### src/rtl/fpu_issue_sched_pkg.sv
// Shared constants for the FP issue scheduler: op-vector bit positions,
// the mask of ops whose result goes to a GPR, and the FSM encoding.
package fpu_issue_sched_pkg;

    localparam int OPW_DEF   = 24;
    localparam int CNT_W     = 4;

    localparam int OP_FDIV   = 3;
    localparam int OP_FSQRT  = 4;
    localparam int OP_FMVF   = 8;
    localparam int OP_FEQ    = 9;
    localparam int OP_FLT    = 10;
    localparam int OP_FLE    = 11;
    localparam int OP_FCVT_W = 14;
    localparam int OP_FCLASS = 21;

    // Ops whose architectural result lands in the integer register file.
    localparam logic [OPW_DEF-1:0] GPR_MASK = OPW_DEF'(
        (1 << OP_FMVF) | (1 << OP_FEQ) | (1 << OP_FLT) |
        (1 << OP_FLE)  | (1 << OP_FCVT_W) | (1 << OP_FCLASS));

    typedef enum logic {
        ST_IDLE = 1'b0,
        ST_MDIV = 1'b1
    } sched_state_e;

    function automatic logic op_is_multicycle(input logic [OPW_DEF-1:0] op);
        return op[OP_FDIV] | op[OP_FSQRT];
    endfunction

endpackage

### src/rtl/fpu_issue_sched_if.sv
// Decode-side handshake plus execute/writeback strobes of the FP issue scheduler.
// master = decode/testbench side, slave = scheduler side.
interface fpu_issue_sched_if #(
    parameter int OPW = 24
);
    logic           dec_valid;
    logic           dec_ready;
    logic [OPW-1:0] dec_sfpu_op;
    logic [2:0]     dec_fs_en;
    logic [4:0]     dec_fs1_addr;
    logic [4:0]     dec_fs2_addr;
    logic [4:0]     dec_fs3_addr;
    logic [4:0]     dec_rd;

    logic           exu_valid;
    logic [OPW-1:0] exu_sfpu_op;
    logic           wb_valid;
    logic [4:0]     wb_rd;
    logic           wb_to_gpr;

    modport master (
        output dec_valid, dec_sfpu_op, dec_fs_en,
        output dec_fs1_addr, dec_fs2_addr, dec_fs3_addr, dec_rd,
        input  dec_ready, exu_valid, exu_sfpu_op, wb_valid, wb_rd, wb_to_gpr
    );

    modport slave (
        input  dec_valid, dec_sfpu_op, dec_fs_en,
        input  dec_fs1_addr, dec_fs2_addr, dec_fs3_addr, dec_rd,
        output dec_ready, exu_valid, exu_sfpu_op, wb_valid, wb_rd, wb_to_gpr
    );
endinterface

### src/rtl/fpu_issue_sched_scoreboard.sv
// FPR pending-write scoreboard: one bit per register, set on issue, cleared on
// writeback (set wins on the same index), wiped by flush/reset.
module fpu_scoreboard #(
    parameter int NFPR = 32,
    parameter int AW   = 5
) (
    input  logic          clk,
    input  logic          rst_l,
    input  logic          i_set_en,
    input  logic [AW-1:0] i_set_idx,
    input  logic          i_clr_en,
    input  logic [AW-1:0] i_clr_idx,
    input  logic          i_flush,
    input  logic [AW-1:0] i_src1_idx,
    input  logic [AW-1:0] i_src2_idx,
    input  logic [AW-1:0] i_src3_idx,
    input  logic [AW-1:0] i_rd_idx,
    output logic [2:0]    o_src_hit,
    output logic          o_rd_hit
);

    logic [NFPR-1:0] r_pending;
    logic [NFPR-1:0] w_pending_next;

    genvar gi;
    generate
        for (gi = 0; gi < NFPR; gi++) begin : g_bit
            logic w_set;
            logic w_clr;
            assign w_set = i_set_en && (i_set_idx == AW'(gi));
            assign w_clr = i_clr_en && (i_clr_idx == AW'(gi));
            assign w_pending_next[gi] = w_set | (r_pending[gi] & ~w_clr);
        end
    endgenerate

    always_ff @(posedge clk) begin
        if (!rst_l || i_flush) begin
            r_pending <= '0;
        end else begin
            r_pending <= w_pending_next;
        end
    end

    // Lookups use the registered bits only, so a same-cycle writeback does not bypass.
    assign o_src_hit[0] = r_pending[i_src1_idx];
    assign o_src_hit[1] = r_pending[i_src2_idx];
    assign o_src_hit[2] = r_pending[i_src3_idx];
    assign o_rd_hit     = r_pending[i_rd_idx];

endmodule

### src/rtl/fpu_issue_sched.sv
// FP issue scheduler: hazard-checked accept, 2-stage single-cycle pipeline and
// a serialising fdiv/fsqrt FSM. Optional perf counters under FPU_SCHED_PERF_EN.
module fpu_issue_sched
    import fpu_issue_sched_pkg::*;
#(
    parameter int NFPR    = 32,
    parameter int DIV_LAT = 8,
    parameter int OPW     = 24
) (
    input  logic                  clk,
    input  logic                  rst_l,
    input  logic                  flush,
    fpu_issue_sched_if.slave      bus,
    output logic                  busy
`ifdef FPU_SCHED_PERF_EN
    ,
    output logic [31:0]           perf_stall_cnt,
    output logic [31:0]           perf_issue_cnt
`endif
);

    localparam int AW = $clog2(NFPR);
    localparam logic [OPW-1:0] W_GPR_MASK = OPW'(GPR_MASK);

    logic [OPW-1:0] w_op;
    logic           w_op_valid;
    logic           w_is_div;
    logic           w_wr_gpr;
    logic           w_wr_fpr;
    logic [2:0]     w_src_hit_raw;
    logic           w_src_hit;
    logic           w_rd_hit;
    logic           w_stall;
    logic           w_ready;
    logic           w_accept;
    logic           w_wb_valid;

    sched_state_e   r_state;
    sched_state_e   w_state_next;
    logic [CNT_W-1:0] r_cnt;
    logic [CNT_W-1:0] w_cnt_next;
    logic           w_div_done;
    logic [4:0]     r_div_rd;

    logic           r_exu_valid;
    logic [OPW-1:0] r_exu_op;
    logic           r_s1_valid;
    logic           r_s1_wb;
    logic           r_s1_gpr;
    logic [4:0]     r_s1_rd;
    logic           r_s2_valid;
    logic           r_s2_wb;
    logic           r_s2_gpr;
    logic [4:0]     r_s2_rd;

    // Op decode: anything not strictly one-hot is issued but never writes back.
    assign w_op       = bus.dec_sfpu_op;
    assign w_op_valid = $onehot(w_op);
    assign w_is_div   = w_op_valid & op_is_multicycle(OPW_DEF'(w_op));
    assign w_wr_gpr   = w_op_valid & (|(w_op & W_GPR_MASK));
    assign w_wr_fpr   = w_op_valid & ~w_wr_gpr;

    fpu_scoreboard #(
        .NFPR (NFPR),
        .AW   (AW)
    ) u_sb (
        .clk        (clk),
        .rst_l      (rst_l),
        .i_set_en   (w_accept & w_wr_fpr),
        .i_set_idx  (AW'(bus.dec_rd)),
        .i_clr_en   (w_wb_valid & ~r_s2_gpr),
        .i_clr_idx  (AW'(r_s2_rd)),
        .i_flush    (flush),
        .i_src1_idx (AW'(bus.dec_fs1_addr)),
        .i_src2_idx (AW'(bus.dec_fs2_addr)),
        .i_src3_idx (AW'(bus.dec_fs3_addr)),
        .i_rd_idx   (AW'(bus.dec_rd)),
        .o_src_hit  (w_src_hit_raw),
        .o_rd_hit   (w_rd_hit)
    );

    assign w_src_hit = |(w_src_hit_raw & bus.dec_fs_en);
    assign w_stall   = w_src_hit
                     | (w_wr_fpr & w_rd_hit)
                     | (r_state == ST_MDIV)
                     | flush
                     | (w_is_div & (r_s1_valid | r_s2_valid));
    assign w_ready   = rst_l & ~w_stall;
    assign w_accept  = bus.dec_valid & w_ready;

    always_comb begin
        w_state_next = r_state;
        w_cnt_next   = r_cnt;
        w_div_done   = 1'b0;
        unique case (r_state)
            ST_IDLE: begin
                if (w_accept && w_is_div) begin
                    w_state_next = ST_MDIV;
                    w_cnt_next   = CNT_W'(DIV_LAT - 1);
                end
            end
            ST_MDIV: begin
                if (r_cnt == '0) begin
                    w_div_done   = 1'b1;
                    w_state_next = ST_IDLE;
                end else begin
                    w_cnt_next   = r_cnt - 1'b1;
                end
            end
            default: w_state_next = ST_IDLE;
        endcase
        if (flush) begin
            w_state_next = ST_IDLE;
            w_div_done   = 1'b0;
        end
    end

    always_ff @(posedge clk) begin
        if (!rst_l) begin
            r_state  <= ST_IDLE;
            r_cnt    <= '0;
            r_div_rd <= '0;
        end else begin
            r_state <= w_state_next;
            r_cnt   <= w_cnt_next;
            if (w_accept && w_is_div) begin
                r_div_rd <= bus.dec_rd;
            end
        end
    end

    // S1 carries single-cycle ops only; a divide re-enters at S2 when it completes,
    // which is safe because nothing is accepted while the divide is outstanding.
    always_ff @(posedge clk) begin
        if (!rst_l) begin
            r_exu_valid <= 1'b0;
            r_exu_op    <= '0;
            r_s1_valid  <= 1'b0;
            r_s1_wb     <= 1'b0;
            r_s1_gpr    <= 1'b0;
            r_s1_rd     <= '0;
            r_s2_valid  <= 1'b0;
            r_s2_wb     <= 1'b0;
            r_s2_gpr    <= 1'b0;
            r_s2_rd     <= '0;
        end else begin
            r_exu_valid <= w_accept;
            r_exu_op    <= w_accept ? w_op : '0;
            r_s1_valid  <= w_accept & ~w_is_div;
            r_s1_wb     <= w_op_valid;
            r_s1_gpr    <= w_wr_gpr;
            r_s1_rd     <= bus.dec_rd;
            if (flush) begin
                r_s2_valid <= 1'b0;
                r_s2_wb    <= 1'b0;
                r_s2_gpr   <= 1'b0;
                r_s2_rd    <= '0;
            end else if (w_div_done) begin
                r_s2_valid <= 1'b1;
                r_s2_wb    <= 1'b1;
                r_s2_gpr   <= 1'b0;
                r_s2_rd    <= r_div_rd;
            end else begin
                r_s2_valid <= r_s1_valid;
                r_s2_wb    <= r_s1_wb;
                r_s2_gpr   <= r_s1_gpr;
                r_s2_rd    <= r_s1_rd;
            end
        end
    end

    assign w_wb_valid      = r_s2_valid & r_s2_wb & ~flush;

    assign bus.dec_ready   = w_ready;
    assign bus.exu_valid   = r_exu_valid;
    assign bus.exu_sfpu_op = r_exu_op;
    assign bus.wb_valid    = w_wb_valid;
    assign bus.wb_rd       = w_wb_valid ? r_s2_rd : 5'd0;
    assign bus.wb_to_gpr   = w_wb_valid & r_s2_gpr;
    assign busy            = r_s1_valid | r_s2_valid | (r_state == ST_MDIV);

`ifdef FPU_SCHED_PERF_EN
    logic [31:0] r_stall_cnt;
    logic [31:0] r_issue_cnt;

    always_ff @(posedge clk) begin
        if (!rst_l) begin
            r_stall_cnt <= '0;
            r_issue_cnt <= '0;
        end else begin
            if (bus.dec_valid && !w_ready && (r_stall_cnt != '1)) begin
                r_stall_cnt <= r_stall_cnt + 32'd1;
            end
            if (w_accept && (r_issue_cnt != '1)) begin
                r_issue_cnt <= r_issue_cnt + 32'd1;
            end
        end
    end

    assign perf_stall_cnt = r_stall_cnt;
    assign perf_issue_cnt = r_issue_cnt;
`endif

endmodule
### src/flat_wrapper.sv
// flat-port wrapper written by rule: the top's interface ports become plain ports
module fpu_issue_sched_flat import fpu_issue_sched_pkg::*;
#(
    parameter int NFPR    = 32,
    parameter int DIV_LAT = 8,
    parameter int OPW     = 24
)
  (clk, rst_l, flush, busy, bus_dec_valid, bus_dec_sfpu_op, bus_dec_fs_en, bus_dec_fs1_addr, bus_dec_fs2_addr, bus_dec_fs3_addr, bus_dec_rd, bus_dec_ready, bus_exu_valid, bus_exu_sfpu_op, bus_wb_valid, bus_wb_rd, bus_wb_to_gpr);
  fpu_issue_sched_if #(.OPW(OPW)) bus_i ();
  input  logic clk;
  input  logic rst_l;
  input  logic flush;
  output logic busy;
  input wire logic [$bits(bus_i.dec_valid)-1:0] bus_dec_valid;
  input wire logic [$bits(bus_i.dec_sfpu_op)-1:0] bus_dec_sfpu_op;
  input wire logic [$bits(bus_i.dec_fs_en)-1:0] bus_dec_fs_en;
  input wire logic [$bits(bus_i.dec_fs1_addr)-1:0] bus_dec_fs1_addr;
  input wire logic [$bits(bus_i.dec_fs2_addr)-1:0] bus_dec_fs2_addr;
  input wire logic [$bits(bus_i.dec_fs3_addr)-1:0] bus_dec_fs3_addr;
  input wire logic [$bits(bus_i.dec_rd)-1:0] bus_dec_rd;
  output wire logic [$bits(bus_i.dec_ready)-1:0] bus_dec_ready;
  output wire logic [$bits(bus_i.exu_valid)-1:0] bus_exu_valid;
  output wire logic [$bits(bus_i.exu_sfpu_op)-1:0] bus_exu_sfpu_op;
  output wire logic [$bits(bus_i.wb_valid)-1:0] bus_wb_valid;
  output wire logic [$bits(bus_i.wb_rd)-1:0] bus_wb_rd;
  output wire logic [$bits(bus_i.wb_to_gpr)-1:0] bus_wb_to_gpr;
  assign bus_i.dec_valid = bus_dec_valid;
  assign bus_i.dec_sfpu_op = bus_dec_sfpu_op;
  assign bus_i.dec_fs_en = bus_dec_fs_en;
  assign bus_i.dec_fs1_addr = bus_dec_fs1_addr;
  assign bus_i.dec_fs2_addr = bus_dec_fs2_addr;
  assign bus_i.dec_fs3_addr = bus_dec_fs3_addr;
  assign bus_i.dec_rd = bus_dec_rd;
  assign bus_dec_ready = bus_i.dec_ready;
  assign bus_exu_valid = bus_i.exu_valid;
  assign bus_exu_sfpu_op = bus_i.exu_sfpu_op;
  assign bus_wb_valid = bus_i.wb_valid;
  assign bus_wb_rd = bus_i.wb_rd;
  assign bus_wb_to_gpr = bus_i.wb_to_gpr;
  fpu_issue_sched #(.NFPR(NFPR), .DIV_LAT(DIV_LAT), .OPW(OPW)) u_core (.clk(clk), .rst_l(rst_l), .flush(flush), .bus(bus_i), .busy(busy));
endmodule
### config.mk
export PLATFORM = sky130hd
export DESIGN_NAME = fpu_issue_sched_flat
export DESIGN_NICKNAME = d
export VERILOG_FILES = /design/src/rtl/fpu_issue_sched_pkg.sv /design/src/rtl/fpu_issue_sched_if.sv /design/src/rtl/fpu_issue_sched_scoreboard.sv /design/src/rtl/fpu_issue_sched.sv /design/src/flat_wrapper.sv
export SDC_FILE = /design/constraint.sdc
export NUM_CORES = 1
export LEC_CHECK = 0
export CAP_MARGIN = 5
export CELL_PAD_IN_SITES_DETAIL_PLACEMENT = 0
export CELL_PAD_IN_SITES_GLOBAL_PLACEMENT = 2
export CORE_UTILIZATION = 32
export CTS_CLUSTER_DIAMETER = 80
export CTS_CLUSTER_SIZE = 24
export DETAILED_ROUTE_END_ITERATION = 16
export GPL_ROUTABILITY_DRIVEN = 0
export PLACE_DENSITY_LB_ADDON = 0.1
export SLEW_MARGIN = 0
export SYNTH_ARGS = -nofsm -noshare
export SYNTH_HDL_FRONTEND = slang
export SYNTH_HIERARCHICAL = 1
export SYNTH_SLANG_ARGS = --single-unit
### constraint.sdc
create_clock -name clk -period 13.75 [get_ports clk]
set_clock_uncertainty 0.15 [all_clocks]
set_input_delay 4.125 -clock clk [delete_from_list [all_inputs] [get_ports clk]]
set_output_delay 4.125 -clock clk [all_outputs]
set_load 0.01 [all_outputs]
==> flow_summary.json <==
{
  "irDropWorstVdd_mv": 0.07350,
  "io_buffers": 84,
  "syn_inst": 574,
  "drive_above_1_share": 0.05128,
  "yosys_warnings": 6,
  "drc": 0,
  "finalSetupTns_ns": 0,
  "start_util": 0.3326,
  "crit_fanout": 3,
  "netlist_area_um2": 4907,
  "totalWireLength_um": 15180,
  "grt_max_degree": 33,
  "hp-class": "register to register",
  "cts_tree": "done",
  "numCtsBuffers": 9,
  "rows": 44,
  "dpl_cell_area_um2": 5854,
  "worst-setup-path-type": "input pin to output port",
  "cts_sinks": 83,
  "grt_pass1_vias": 4298,
  "design_area_um2": 6202,
  "synth_nets": 650,
  "grt.busiest_layer": "met2",
  "synth_ff_type": "dfxtp_1",
  "slew_headroom": 0.2993,
  "ys_top_cells_by_count": "88 x nand2_1, 83 x dfxtp_1, 69 x mux2i_1",
  "fp.coreArea_um2": 14750,
  "drtIter0Drc": 176,
  "met3_usage": 0.02889,
  "antenna_found_initial": 0,
  "nets": 734,
  "die_h_um": 125.8,
  "grt_overflow": 0,
  "min_period_over_period": 0.9841,
  "dieArea_um2": 15830,
  "run_status": "finished, final reports clean",
  "grt_usage": 0.1963,
  "yosysMostFrequentCell": "nand2_1",
  "synth_area_leaders": "dfxtp_1 34%, mux2i_1 14%, fa_1 6.9%",
  "diodes": 0,
  "clk_latency_ns": 0.34,
  "yosys.area.top_type": "dfxtp_1",
  "setup_violations": 0,
  "clk_pin_slew_worst_paths_ns": 0.06,
  "critPathRequiredTime_ns": 9.47,
  "root_buffer": "clkbuf_16",
  "clk_path_buf_depth": 2,
  "grt_pass1_wl_um": 23680,
  "synth_edf_count": 0,
  "ant_nets": 0,
  "synth_cell_types": 45,
  "hpwl_um": 11720,
  "cap_viol_max_count": 0,
  "drv_slew": 0,
  "synth_seq_area_share": 0.3386,
  "p_leak_uw": 0.002504,
  "synth-async-reset-ratio": 0,
  "fin_crit_ns": 13.53,
  "crit_slowest_cell": "fa_1",
  "tightest_slew_ns": 1.048,
  "synth_area_per_cell_um2": 8.549,
  "firstDrtPassIters": 4,
  "synth_top_area_share": 0.3386,
  "max_freq_mhz": 73.90,
  "postSynthRegisterBits": 83,
  "end_kind": "output port",
  "cp_cell_sequence": "clkdlybuf4s50_1 -> fa_1 -> inv_1 -> fa_1 -> inv_1 -> fa_1 -> fa_1 -> inv_1 -> fa_1 -> inv_1 -> ha_2 -> fa_1 -> or4b_1 -> a211o_1 -> nor3_2 -> or2_4 -> nor2_1 -> dlygate4sd2_1",
  "area_delta_synth_final_pct": 26.39,
  "cts-htree-levels": 3,
  "power.density_nw_per_um2": 112.5,
  "critPathMaxStageDelay_ns": 0.53,
  "grt.met1_usage": 0.2414,
  "hold_viol": 0,
  "path_common_cell": "fa_1",
  "wl_per_cell_um": 17.92,
  "io_pins": 85,
  "grt_use_met2": 0.3471,
  "critPathLaunchType": "input pin",
  "num_vias": 4234,
  "die_w_um": 125.8,
  "viasPerCell": 4.999,
  "critPathArrivalTime_ns": 9.26
}
[path summary, 6_finish.rpt]
path,cells after the start,endpoint,start,slack [ns]
worst max-delay path,18,bus_dec_ready,bus_dec_sfpu_op[13],0.22
worst min-delay path,2,u_core/r_s2_rd[1]$_SDFF_PP0_,u_core/r_s1_rd[1]$_SDFF_PN0_,0.29
worst max register to register,10,u_core/bus.exu_sfpu_op[13]$_SDFF_PN0_,u_core/u_sb/r_pending[19]$_SDFF_PP0_,9.66
worst min register to register,2,u_core/r_s2_rd[1]$_SDFF_PP0_,u_core/r_s1_rd[1]$_SDFF_PN0_,0.29
[placed cells by master, fill, tap and decap left out, drive strengths merged, types with 16 or more instances in the layout]
cell type       n
nor2           22
inv            42
nor3           21
fa             17
a22oi          16
dfxtp          83
o21ai          32
a21oi          51
and2           25
nand2          88
mux2i          69
nand3          17
clkdlybuf4s50  81
[power breakdown]
part	internal (µW)	switching (µW)
Clock	151	96.5
Combinational	90.8	108
Sequential	248	3.29
Total	490	208
[sequential cells by signal (all words and copies together) (netlist names)]
register and flops:
u_core/u_sb/r_pending 32, u_core/bus.exu_sfpu_op 24, u_core/r_div_rd 5, u_core/r_s1_rd 5, u_core/r_s2_rd 5, u_core/r_cnt 4
u_core/bus.exu_valid 1, u_core/r_s1_gpr 1, u_core/r_s1_valid 1, u_core/r_s1_wb 1, u_core/r_s2_gpr 1, u_core/r_s2_valid 1
u_core/r_s2_wb 1, u_core/r_state 1
[critical path, delay by kind of cell]
| kind | cells | cell delay (ns) |
|---|---|---|
| adders and majority gates | 7 | 3.06 |
| buffers and inverters | 6 | 0.94 |
| and+or+nand+nor | 4 | 0.81 |
| AOI/OAI and AO/OA | 1 | 0.32 |
[cell type report]
class,instances,area (µm²)
Sequential cell,83,1662
Timing Repair Buffer,95,934.6
Multi-Input combinational cell,427,2912
Inverter,42,157.7
Tap cell,184,230.2
Clock buffer,13,260.3
Fill cell,1492,8552
Clock inverter,3,46.29
[cells by family after synthesis]
logic type / count (synthesis) / synth area share
adder cells (fa/ha/maj): 25 / 0.08975
AND/OR/NAND/NOR: 215 / 0.2198
AO/OA/AOI/OAI: 118 / 0.1400
buffers and inverters: 64 / 0.07114
flip-flops: 83 / 0.3386
multiplexers: 69 / 0.1407
[per-stage QoR]
step	hold WS, ns	std cells	worst slack, ns	total power, µW	utilization
floorplan	0.2661	574	0.8303	382.7	-
detailed placement	0.2839	829	-0.08622	454.2	0.3968
CTS	0.2882	845	0.1351	705.5	0.4182
global placement	0.2701	829	-0.03936	447.9	0.3968
global route	0.2983	847	-0.001901	743.2	0.4204
finish	0.2859	847	0.2184	697.9	0.4204
[layer usage]
metal	share of wire	routed length [µm]	vias up
met2	0.50	7534	70
met5	0	0	-
met3	0.028	421	16
met1	0.46	6951	1998
met4	0.018	268	0
li1	-	-	2150
[timing repair]
item | CTS | global route
hold buffers | 0 | 0
pin swaps | 0 | 5
buffers inserted | 0 | 1
resized for setup | 3 | 4
setup endpoints to repair | 1 | 1
Note: power is estimated with default switching activity, not from simulation.
